**src/rtl/byte_splitter_if.sv**
```systemverilog
// Word-in / byte-lanes-out handshake bundle for byte_splitter.
// The producer/consumer side (master) drives A, swap, in_valid and
// out_ready; the splitter side (slave) drives the lanes, flags and in_ready.
interface byte_splitter_if;
  logic [31:0] A;
  logic        in_valid;
  logic        in_ready;
  logic        swap;
  logic [7:0]  O1;
  logic [7:0]  O2;
  logic [7:0]  O3;
  logic [7:0]  O4;
  logic        out_valid;
  logic        out_ready;
  logic [3:0]  zero_mask;
  logic        neg;

  modport master (
    output A, in_valid, swap, out_ready,
    input  in_ready, O1, O2, O3, O4, out_valid, zero_mask, neg
  );

  modport slave (
    input  A, in_valid, swap, out_ready,
    output in_ready, O1, O2, O3, O4, out_valid, zero_mask, neg
  );
endinterface

```
**src/rtl/byte_splitter.sv**
```systemverilog
// Registered 32-bit word to four 8-bit lane splitter with optional
// byte-swap, one-deep valid/ready output stage and per-lane zero flags.
// Lane index 0 corresponds to O1 (MSB lane in the default order).
module byte_splitter #(
  parameter logic [7:0] RESET_BYTE = 8'h00
) (
  input logic           clk,
  input logic           rst_n,
  byte_splitter_if.slave bus
);

  logic [3:0][7:0] lane_reg;
  logic [3:0][7:0] lane_next;
  logic [3:0]      zero_reg;
  logic [3:0]      zero_next;
  logic            neg_reg;
  logic            valid_reg;
  logic            ready_w;
  logic            accept_w;

  // The stage can take a word when empty or when its current word leaves now.
  assign ready_w  = !valid_reg || bus.out_ready;
  assign accept_w = bus.in_valid && ready_w;

  // Pure bit selection per lane: swap mirrors the byte order, no extension.
  generate
    for (genvar gi = 0; gi < 4; gi++) begin : g_lane
      assign lane_next[gi] = bus.swap ? bus.A[8*gi +: 8]
                                      : bus.A[31-8*gi -: 8];
      assign zero_next[gi] = (lane_next[gi] == 8'h00);
    end
  endgenerate

  // Output stage: load on accept, drop valid when taken without a refill,
  // otherwise hold everything stable.
  always_ff @(posedge clk or negedge rst_n) begin
    if (!rst_n) begin
      lane_reg  <= {4{RESET_BYTE}};
      zero_reg  <= {4{RESET_BYTE == 8'h00}};
      neg_reg   <= 1'b0;
      valid_reg <= 1'b0;
    end else if (accept_w) begin
      lane_reg  <= lane_next;
      zero_reg  <= zero_next;
      neg_reg   <= bus.A[31];
      valid_reg <= 1'b1;
    end else if (valid_reg && bus.out_ready) begin
      valid_reg <= 1'b0;
    end
  end

  assign bus.in_ready  = ready_w;
  assign bus.out_valid = valid_reg;
  assign bus.O1        = lane_reg[0];
  assign bus.O2        = lane_reg[1];
  assign bus.O3        = lane_reg[2];
  assign bus.O4        = lane_reg[3];
  assign bus.zero_mask = zero_reg;
  assign bus.neg       = neg_reg;

endmodule

```
**src/flat_wrapper.sv**
```systemverilog
// flat-port wrapper written by rule: the top's interface ports become plain ports
module byte_splitter_flat 
#(
  parameter logic [7:0] RESET_BYTE = 8'h00
)
  (clk, rst_n, bus_A, bus_in_valid, bus_swap, bus_out_ready, bus_in_ready, bus_O1, bus_O2, bus_O3, bus_O4, bus_out_valid, bus_zero_mask, bus_neg);
  byte_splitter_if bus_i ();
  input logic clk;
  input logic rst_n;
  input wire logic [$bits(bus_i.A)-1:0] bus_A;
  input wire logic [$bits(bus_i.in_valid)-1:0] bus_in_valid;
  input wire logic [$bits(bus_i.swap)-1:0] bus_swap;
  input wire logic [$bits(bus_i.out_ready)-1:0] bus_out_ready;
  output wire logic [$bits(bus_i.in_ready)-1:0] bus_in_ready;
  output wire logic [$bits(bus_i.O1)-1:0] bus_O1;
  output wire logic [$bits(bus_i.O2)-1:0] bus_O2;
  output wire logic [$bits(bus_i.O3)-1:0] bus_O3;
  output wire logic [$bits(bus_i.O4)-1:0] bus_O4;
  output wire logic [$bits(bus_i.out_valid)-1:0] bus_out_valid;
  output wire logic [$bits(bus_i.zero_mask)-1:0] bus_zero_mask;
  output wire logic [$bits(bus_i.neg)-1:0] bus_neg;
  assign bus_i.A = bus_A;
  assign bus_i.in_valid = bus_in_valid;
  assign bus_i.swap = bus_swap;
  assign bus_i.out_ready = bus_out_ready;
  assign bus_in_ready = bus_i.in_ready;
  assign bus_O1 = bus_i.O1;
  assign bus_O2 = bus_i.O2;
  assign bus_O3 = bus_i.O3;
  assign bus_O4 = bus_i.O4;
  assign bus_out_valid = bus_i.out_valid;
  assign bus_zero_mask = bus_i.zero_mask;
  assign bus_neg = bus_i.neg;
  byte_splitter #(.RESET_BYTE(RESET_BYTE)) u_core (.clk(clk), .rst_n(rst_n), .bus(bus_i));
endmodule
```
**config.mk**
```make
export PLATFORM = sky130hd
export DESIGN_NAME = byte_splitter_flat
export DESIGN_NICKNAME = d
export VERILOG_FILES = /design/src/rtl/byte_splitter_if.sv /design/src/rtl/byte_splitter.sv /design/src/flat_wrapper.sv
export SDC_FILE = /design/constraint.sdc
export NUM_CORES = 1
export LEC_CHECK = 0
export CORE_MARGIN = 2
export CORE_UTILIZATION = 43
export CTS_CLUSTER_DIAMETER = 200
export DETAILED_ROUTE_END_ITERATION = 10
export GPL_ROUTABILITY_DRIVEN = 0
export PLACE_DENSITY = 0.82
export SLEW_MARGIN = 5
export SYNTH_ARGS = -nofsm -noshare
export SYNTH_HDL_FRONTEND = slang
export SYNTH_SLANG_ARGS = --single-unit
```
**constraint.sdc**
```tcl
create_clock -name clk -period 1.7 [get_ports clk]
set_input_delay 0.255 -clock clk [delete_from_list [all_inputs] [get_ports clk]]
set_output_delay 0.255 -clock clk [all_outputs]
set_load 0.02 [all_outputs]
```
## Yosys cells after proc, flatten, opt, wreduce, memory -nomap -nowiden

Index checks and enable logic that the tools add are counted.

- Mux-type cells: 6
- Reduce and logical (&&, ||, !) cells: 9

Operators by type and width:

| operator | number |
|---|---|
| logical NOT 8 bit | 4 |
| 2-to-1 mux 8 bit | 4 |
| logical AND 1 bit | 2 |
| 2-to-1 mux 1 bit | 2 |
| nonzero test 2 bit | 1 |
| logical NOT 1 bit | 1 |
| logical OR 1 bit | 1 |

- Register bits after elaboration: 38
- Output and inout bits: 39
- Logic and storage cells: 22

## Logic depth before layout (Yosys ltp)

Gate-level depths: netlist (run 1).

- Depth in word-level cells: 4
- Mapped depth: 6
- Depth with buffers taken out: 4

## Least setup slack after synthesis (run 1)

Ideal clock, no wire load.

- Kind: flip-flop to flip-flop
- Start point: register u_core.valid_reg (netlist: u_core.bus.out_valid)
- End point: register u_core.zero_reg[2] (netlist: u_core.bus.zero_mask[2])
- Setup time: 82 ps
- Arrival time: 1383 ps
- Required time: 1618 ps
- Path slack: 235 ps
- Cell stages (with the launch flop): 6
- Path buffers: 2
- Clock period less this slack: 1465 ps
- Cell sequence: dfrtp_1 > nand2b_1 > nand2_4 > buf_6 > buf_2 > a211o_1

- Word-level cells in the longest chain between the ends: 3

Ends and longest elaborated chain:

| what | RTL line | RTL |
|---|---|---|
| start: declaration | byte_splitter.sv:17 | `logic valid_reg;` |
| start signal: assignment | byte_splitter.sv:41 | `valid_reg <= 1'b0;` |
| start signal: assignment | byte_splitter.sv:46 | `valid_reg <= 1'b1;` |
| start signal: assignment | byte_splitter.sv:48 | `valid_reg <= 1'b0;` |
| logical NOT 1 bit | byte_splitter.sv:22 | `assign ready_w = !valid_reg \|\| bus.out_ready;` |
| logical OR 1 bit | byte_splitter.sv:22 |  |
| via bus_in_ready | flat_wrapper.sv:14 | `output wire logic [$bits(bus_i.in_ready)-1:0] bus_in_ready;` |
| logical AND 1 bit | byte_splitter.sv:23 | `assign accept_w = bus.in_valid && ready_w;` |
| end signal: assignment | byte_splitter.sv:39 | `zero_reg <= {4{RESET_BYTE == 8'h00}};` |
| end signal: assignment | byte_splitter.sv:44 | `zero_reg <= zero_next;` |
| end: declaration | byte_splitter.sv:14 | `logic [3:0] zero_reg;` |

The timed path passes the listed nets, and every way through them passes these cells.
A chain may end at the register's enable or synchronous reset.

## Final worst setup path (run 1)

- Start point: register u_core.lane_reg, in the netlist u_core.bus.O4[1]
- End point: output port bus_O4[1]

RTL lines:

| what | RTL line | RTL |
|---|---|---|
| start: declaration | byte_splitter.sv:12 | `logic [3:0][7:0] lane_reg;` |
| start signal: assignment | byte_splitter.sv:38 | `lane_reg <= {4{RESET_BYTE}};` |
| start signal: assignment | byte_splitter.sv:43 | `lane_reg <= lane_next;` |
| end: declaration | flat_wrapper.sv:18 | `output wire logic [$bits(bus_i.O4)-1:0] bus_O4;` |

No word-level cell between the ends.

==> qor.yml, run 1 <==
cells_and_area:
  n_antenna_cell: 0
  layout_commonest_cell: "clkdlybuf4s50_1"
  area_growth_pct: 52.4
  final_cell_mix: "clkdlybuf4s50_1 (68), nand2_1 (35), dfrtp_1 (34), mux2i_1 (32), o21ai_1 (32)"
  final_nets: 292
  drive_above_1_share_pct: 11.3
  stdcell_count: 306
yosys:
  synth_cells: 176
  yosysSeqAreaShare_pct: 51.7
  ys_top_cells_by_area: "dfrtp_1 (46%), mux2i_1 (17%), o21ai_1 (8.7%)"
  synth_fp_nets: 213
  ys.warnings.count: 0
  yosysUniqueCellTypes: 25
  ys_ff_latch: 38
  synth_area_um2: 1850
  synth.largest_area_cell: "dfrtp_1"
  synth_top_area_share_pct: 46.0
  synth.avg_cell_area_um2: 10.5
sta:
  tns_ps: 0
  min_period_over_period_pct: 90.7
  fin_skew_ps: 7.71
  setup_viol: 0
  fmax_mhz: 648
  tightest_slew_ps: 448
  hold_viol: 0
  rsz0062_at_grt: "false"
  slew_headroom_pct: 70.1
  finalMaxSlewViolations: 0
  period_minus_slack_ps: 1540
drt:
  post_drt_wl_per_cell_um: 15.1
  drc: 0
  viasPerCell: 5.08
  firstDrtPassIters: 4
  vias: 1553
  wl_um: 4620
  drtAntennaViolNets: 0
  drtIter0Drc: 86
pwr:
  power_mw: 2.78
  power.leakage_nw: 1.29
  ir_drop_mv: 0.565
  p_seq_share_pct: 38.9
  p_int_mw: 2.02
  clockPowerShare_pct: 33.8
  power.net_switching_mw: 0.753
  combPwrFrac_pct: 27.3
  power_density_nw_per_um2: 985
  swShare_pct: 27.1
setup_path:
  r2r-start: "u_core.bus.out_valid"
  cp_max_fo: 2
  endpoint_kind: "output port"
  crit_slowest_cell: "clkdlybuf4s50_1"
  path_class: "register to output port"
  cp_slowest_stage_delay_ps: 620
  crit_path_start_kind: "register"
  crit_family: "buffers and inverters"
  cp.buffers_inverters: 1
  required_ps: 1440
  rr_endpoint: "u_core.bus.neg"
  crit_chain: "clkdlybuf4s50_1"
  r2r_slack_ps: 480
  worstPathArrival_ps: 1290
  reg2reg_depth: 4
global_route:
  track_usage_pct: 20.4
  overflow: 0
  antenna_found_initial: 0
  grt_max_degree: 38
  grt_pass1_wl_um: 7680
  grt_pass1_vias: 1564
clocking:
  cts_setup_buffers: 0
  clock_path_buffers: 2
  cts_tree: "built"
  htree_levels: 2
  cts_made_buffers: 5
  path_clk_slew_ps: 70
  cts_sinks: 38
  clock_latency_ps: 290
  ctsRootBufferMaster: "clkbuf_8"
place:
  port_buffers: 75
  dp_hpwl_um: 3580
  dp_cells: 297
floorplan:
  fp.coreArea_um2: 4060
  die_h_um: 69.6
  rows: 23
  start_util_pct: 45.6
  die-area_um2: 4840
  die_w_um: 69.6
  io_pins: 76
status:
  status: "finished, final reports clean"
worst_hold_path:
  hold_class: "input port to async pin"
flow_run:
  cap_violations: 0
[power groups by stage]
stage / Clock, mW / Sequential (mW) / Combinational [mW]
after floorplan: 0 / 1.24 / 0.206
after global placement: 0 / 1.09 / 0.750
after detailed placement: 0 / 1.10 / 0.760
after CTS: 0.957 / 1.08 / 0.768
after global routing: 1.01 / 1.10 / 0.815
final: 0.938 / 1.08 / 0.759
[cell type report]
class	instances	area (um2)
repair buffers	84	853
multi-input cells	125	801
fillers	306	1240
clock buffers	6	82.6
inverters	1	3.75
clock inverters	2	60.1
flip-flops and latches	38	956
well taps	50	62.6
[routing by layer]
metal	vias up	wire [um]	GRT usage [%]
li1	780	-	-
met5	-	0	0
met1	732	2120	27.2
met4	0	82	7.19
met3	8	189	5.52
met2	33	2230	31.9
[worst reg2reg max path, delay by kind of cell, from the launching register on]
kind	cells	cell delay, ps
and+or+nand+nor	2	250
muxes	1	350
buffers and inverters	1	150
DFF	1	350
[stage by stage]
stage / cell area, um2 / util [%] / setup slack, ps / hold slack [ps]
floorplan: 1850 / - / 235 / -40.6
global placement: 2660 / 65.6 / 33.9 / 215
detailed placement: 2660 / 65.6 / 0.106 / 219
CTS: 2810 / 69.3 / 2.58 / 444
global route: 2820 / 69.5 / 110 / 478
finish: 2820 / 69.5 / 158 / 442
[what timing repair did]
| item | in CTS | in global routing |
|---|---|---|
| gates resized for setup | 2 | 3 |
| endpoints found under the hold margin | 14 | 0 |
| endpoints found under the setup margin | 2 | 3 |
| hold buffers | 1 | 0 |
[logic make-up after synthesis]
family / synth area share (%)
simple gates: 14.3
compound gates: 11.1
flops: 51.7
mux: 17.9
buf+inv: 5.01
[Yosys cell counts]
cell type   n
buf_2       6
clkbuf_2    1
nor4_1      4
buf_12      1
clkbuf_1    1
mux2i_1    32
a211o_1     2
or4_4       1
a21oi_1     2
nor3_1      4
nor3_2      2
buf_4       1
mux2_1      1
o21ai_1    32
o21ai_2     2
dfrtp_1    34
nand2_2     1
nand2_1    35
nand2b_1    2
dfstp_2     4
nor2_1      1
or4_1       3
nand2_4     1
buf_6       2
inv_1       1
[how the worst max path moves through the flow]
stage,start,to,slack (ps),cells after the start
final,u_core.bus.O4[1],bus_O4[1],160,1
after global routing,u_core.bus.O1[0],bus_O1[0],110,1
after CTS,u_core.bus.zero_mask[1],bus_zero_mask[1],3,1
after detailed placement,bus_A[24],u_core.bus.zero_mask[3],0.1,5
after global placement,bus_A[24],u_core.bus.zero_mask[0],30,5
after floorplan,u_core.bus.out_valid,u_core.bus.zero_mask[2],240,5
Note: power is estimated with default switching activity, not from simulation.
==> run 2: changes to the inputs <==
--- a/config.mk
+++ b/config.mk
@@ -6,11 +6,11 @@
 export NUM_CORES = 1
 export LEC_CHECK = 0
 export CORE_MARGIN = 2
-export CORE_UTILIZATION = 43
+export CORE_UTILIZATION = 38
 export CTS_CLUSTER_DIAMETER = 200
 export DETAILED_ROUTE_END_ITERATION = 10
 export GPL_ROUTABILITY_DRIVEN = 0
-export PLACE_DENSITY = 0.82
+export PLACE_DENSITY = 0.77
 export SLEW_MARGIN = 5
 export SYNTH_ARGS = -nofsm -noshare
 export SYNTH_HDL_FRONTEND = slang
==> constraint.sdc (replaced) <==
create_clock -name clk -period 1.3 [get_ports clk]
set_input_delay 0.195 -clock clk [delete_from_list [all_inputs] [get_ports clk]]
set_output_delay 0.195 -clock clk [all_outputs]
set_load 0.02 [all_outputs]
==> run 2 against run 1 <==
Utilization is 6.4 points lower. Clock power decreased by 13%. Critical path type is now input port to register. Sequential power up 31%. Combinational power grew 26%. Highest routed layer unchanged. Clock skew shrank 4.1 ps. Sequential share of layout area shrank 1.8 points. Critical path depth rose by 4. Hold slack worse by 130 ps. Register-to-register slack got worse by 400 ps. Die area rose by 12%. Count of clock-buffer cells in the layout increased by 1.
==> qor.yml, run 2 (synthesis gave the netlist of run 1 again) <==
clocking:
  ctsRootBufferMaster: "clkbuf_8"
  clock_path_buffers: 2  # unchanged
  htree_levels: 2  # unchanged
  clock_latency_ps: 280  # about the same
  cts_setup_buffers: 0  # unchanged
  cts_made_buffers: 5  # unchanged
  path_clk_slew_ps: 70  # about the same
  cts_tree: "built"
  cts_sinks: 38  # unchanged
floorplan:
  die_w_um: 73.8  # +6.0%
  fp.coreArea_um2: 4720  # +16%
  io_pins: 76  # unchanged
  start_util_pct: 39.2  # -6.4 points
  rows: 25  # +8.7%
  die-area_um2: 5440  # +12%
  die_h_um: 73.8  # +6.0%
setup_path:
  r2r-start: "u_core.bus.out_valid"
  worstPathArrival_ps: 1510  # +220 ps
  crit_path_start_kind: "input port"
  r2r_slack_ps: 80  # -400 ps
  rr_endpoint: "u_core.bus.neg"
  required_ps: 1520  # +80 ps
  path_class: "input port to register"
  reg2reg_depth: 4  # unchanged
  cp_max_fo: 2  # unchanged
  endpoint_kind: "register"
cells_and_area:
  area_growth_pct: 61.2
  n_antenna_cell: 0  # unchanged
  fillers: 418  # +37%
  final_cell_mix: "dlygate4sd2_1 (37), nand2_1 (35), buf_4 (34), dfrtp_1 (33)"
  drive_above_1_share_pct: 23.9  # +13 points
  final_area_um2: 2980  # +5.7%
  regArea_um2: 957  # +0.13%
  layout_commonest_cell: "dlygate4sd2_1"
  final_nets: 321  # +9.9%
  utilization_pct: 63.1  # -6.4 points
  multi_input_area_um2: 827  # +3.3%
pwr:
  power_mw: 3.18  # +15%
  power_density_nw_per_um2: 1070  # +8.3%
  power.leakage_nw: 1.49  # +15%
  ir_drop_mv: 0.577  # +2.2%
drt:
  vias: 1643  # +5.8%
  drtIter0Drc: 61  # -29%
  wl_um: 4980  # +7.8%
  drtAntennaViolNets: 0  # unchanged
  drc: 0  # unchanged
  post_drt_wl_per_cell_um: 14.1  # -6.3%
  firstDrtPassIters: 4  # unchanged
  viasPerCell: 4.67  # -8.0%
worst_hold_path:
  whs_path_depth: 3
  min-delay-start: "bus_A[28]"
  hold_class: "input port to register"
  hold_end: "u_core.bus.O1[4]"
global_route:
  overflow: 0  # unchanged
  grt_pass1_wl_um: 7920  # +3.2%
  antenna_found_initial: 0  # unchanged
  grt_max_degree: 36  # -5.3%
  track_usage_pct: 19.3  # -1.0 points
  grt_pass1_vias: 1625  # +3.9%
sta:
  fmax_mhz: 775
  period_minus_slack_ps: 1290
  whs_ps: 310  # -131 ps
  hold_viol: 0  # unchanged
  tightest_slew_ps: 404  # -44.2 ps
  slew_headroom_pct: 73.1  # +2.9 points
  fin_skew_ps: 3.58  # -4.12 ps
  setup_viol: 0  # unchanged
  finalMaxSlewViolations: 0  # unchanged
  setup_slack_ps: 10.3  # -148 ps
  min_period_over_period_pct: 99.2
flow_run:
  cap_violations: 0  # unchanged
place:
  port_buffers: 75  # unchanged
  dp_hpwl_um: 3880  # +8.5%
  placed_cell_area_um2: 2910  # +9.3%
  pre_cts_slack_ps: -354  # -354 ps
status:
  status: "finished, final reports clean"
## run 2: changes by cell type in the layout (fill, tap and decap cells not counted), moves of 2 or more
cell	change
clkdlybuf4s50_1	-41
or4_4	+3
buf_4	+29
clkdlybuf4s15_2	+2
bufinv_16	-2
or4_1	-3
dlygate4sd2_1	+35
buf_2	+2
## run 2: timing repair
action / in CTS / in global routing
resized for setup: 52 / 11
hold buffers: 1 / 0
hold endpoints to repair: 14 / 0
setup endpoints to repair: 41 / 4
pin swaps: 3 / 3
## run 2: layout make-up
type | count | share of cell area (%)
timing repair buffer | 113 | 34.1
sequential | 38 | 32.1
multi-input combinational | 125 | 27.7
clock buffer | 7 | 2.90
tap | 67 | 2.81
clock inverter | 1 | 0.168
inverter | 1 | 0.126
## run 2: routing by layer
metal / track usage [%] / routed length, um / vias to the layer above
li1: - / - / 837
met5: 0 / 0 / -
met3: 3.70 / 227 / 7
met1: 26.3 / 2250 / 761
met4: 7.07 / 70 / 0
met2: 30.6 / 2430 / 38
## run 2: report_power, final
group	internal, mW	switching (mW)
Combinational	0.437	0.515
Clock	0.428	0.393
Sequential	1.33	0.0753
Total	2.20	0.984
## run 2: worst max-delay path by stage
| stage | start | endpoint | slack [ps] | cells after the start |
|---|---|---|---|---|
| floorplan | u_core.bus.out_valid | u_core.bus.zero_mask[2] | 6 | 5 |
| global placement | bus_A[24] | u_core.bus.zero_mask[3] | -300 | 5 |
| finish | bus_A[2] | u_core.bus.zero_mask[3] | 10 | 5 |
| global route | bus_A[2] | u_core.bus.zero_mask[3] | -30 | 5 |
| CTS | u_core.bus.out_valid | bus_in_ready | 2 | 2 |
| detailed placement | bus_A[31] | u_core.bus.zero_mask[3] | -350 | 5 |
## run 2: worst max-delay path: stages
cell and delay, ps:
clkdlybuf4s50_1 450, or4_4 520, nor2_4 130, a21oi_1 90, o21ai_2 130
## run 2: metrics by stage
stage | setup TNS, ps | cells
floorplan | 0 | 176
global placement | -6330 | 343
detailed placement | -7520 | 343
CTS | 0 | 352
global route | -27.1 | 352
finish | 0 | 352
==> run 3: changes to the inputs <==
--- a/config.mk
+++ b/config.mk
@@ -5,11 +5,13 @@
 export SDC_FILE = /design/constraint.sdc
 export NUM_CORES = 1
 export LEC_CHECK = 0
+export CAP_MARGIN = 30
 export CORE_MARGIN = 2
 export CORE_UTILIZATION = 38
 export CTS_CLUSTER_DIAMETER = 200
 export DETAILED_ROUTE_END_ITERATION = 10
 export GPL_ROUTABILITY_DRIVEN = 0
+export HOLD_SLACK_MARGIN = 0.05
 export PLACE_DENSITY = 0.77
 export SLEW_MARGIN = 5
 export SYNTH_ARGS = -nofsm -noshare
==> results of run 3 <==
Same layout as run 2: the final DEF is identical, and so are final timing and power.
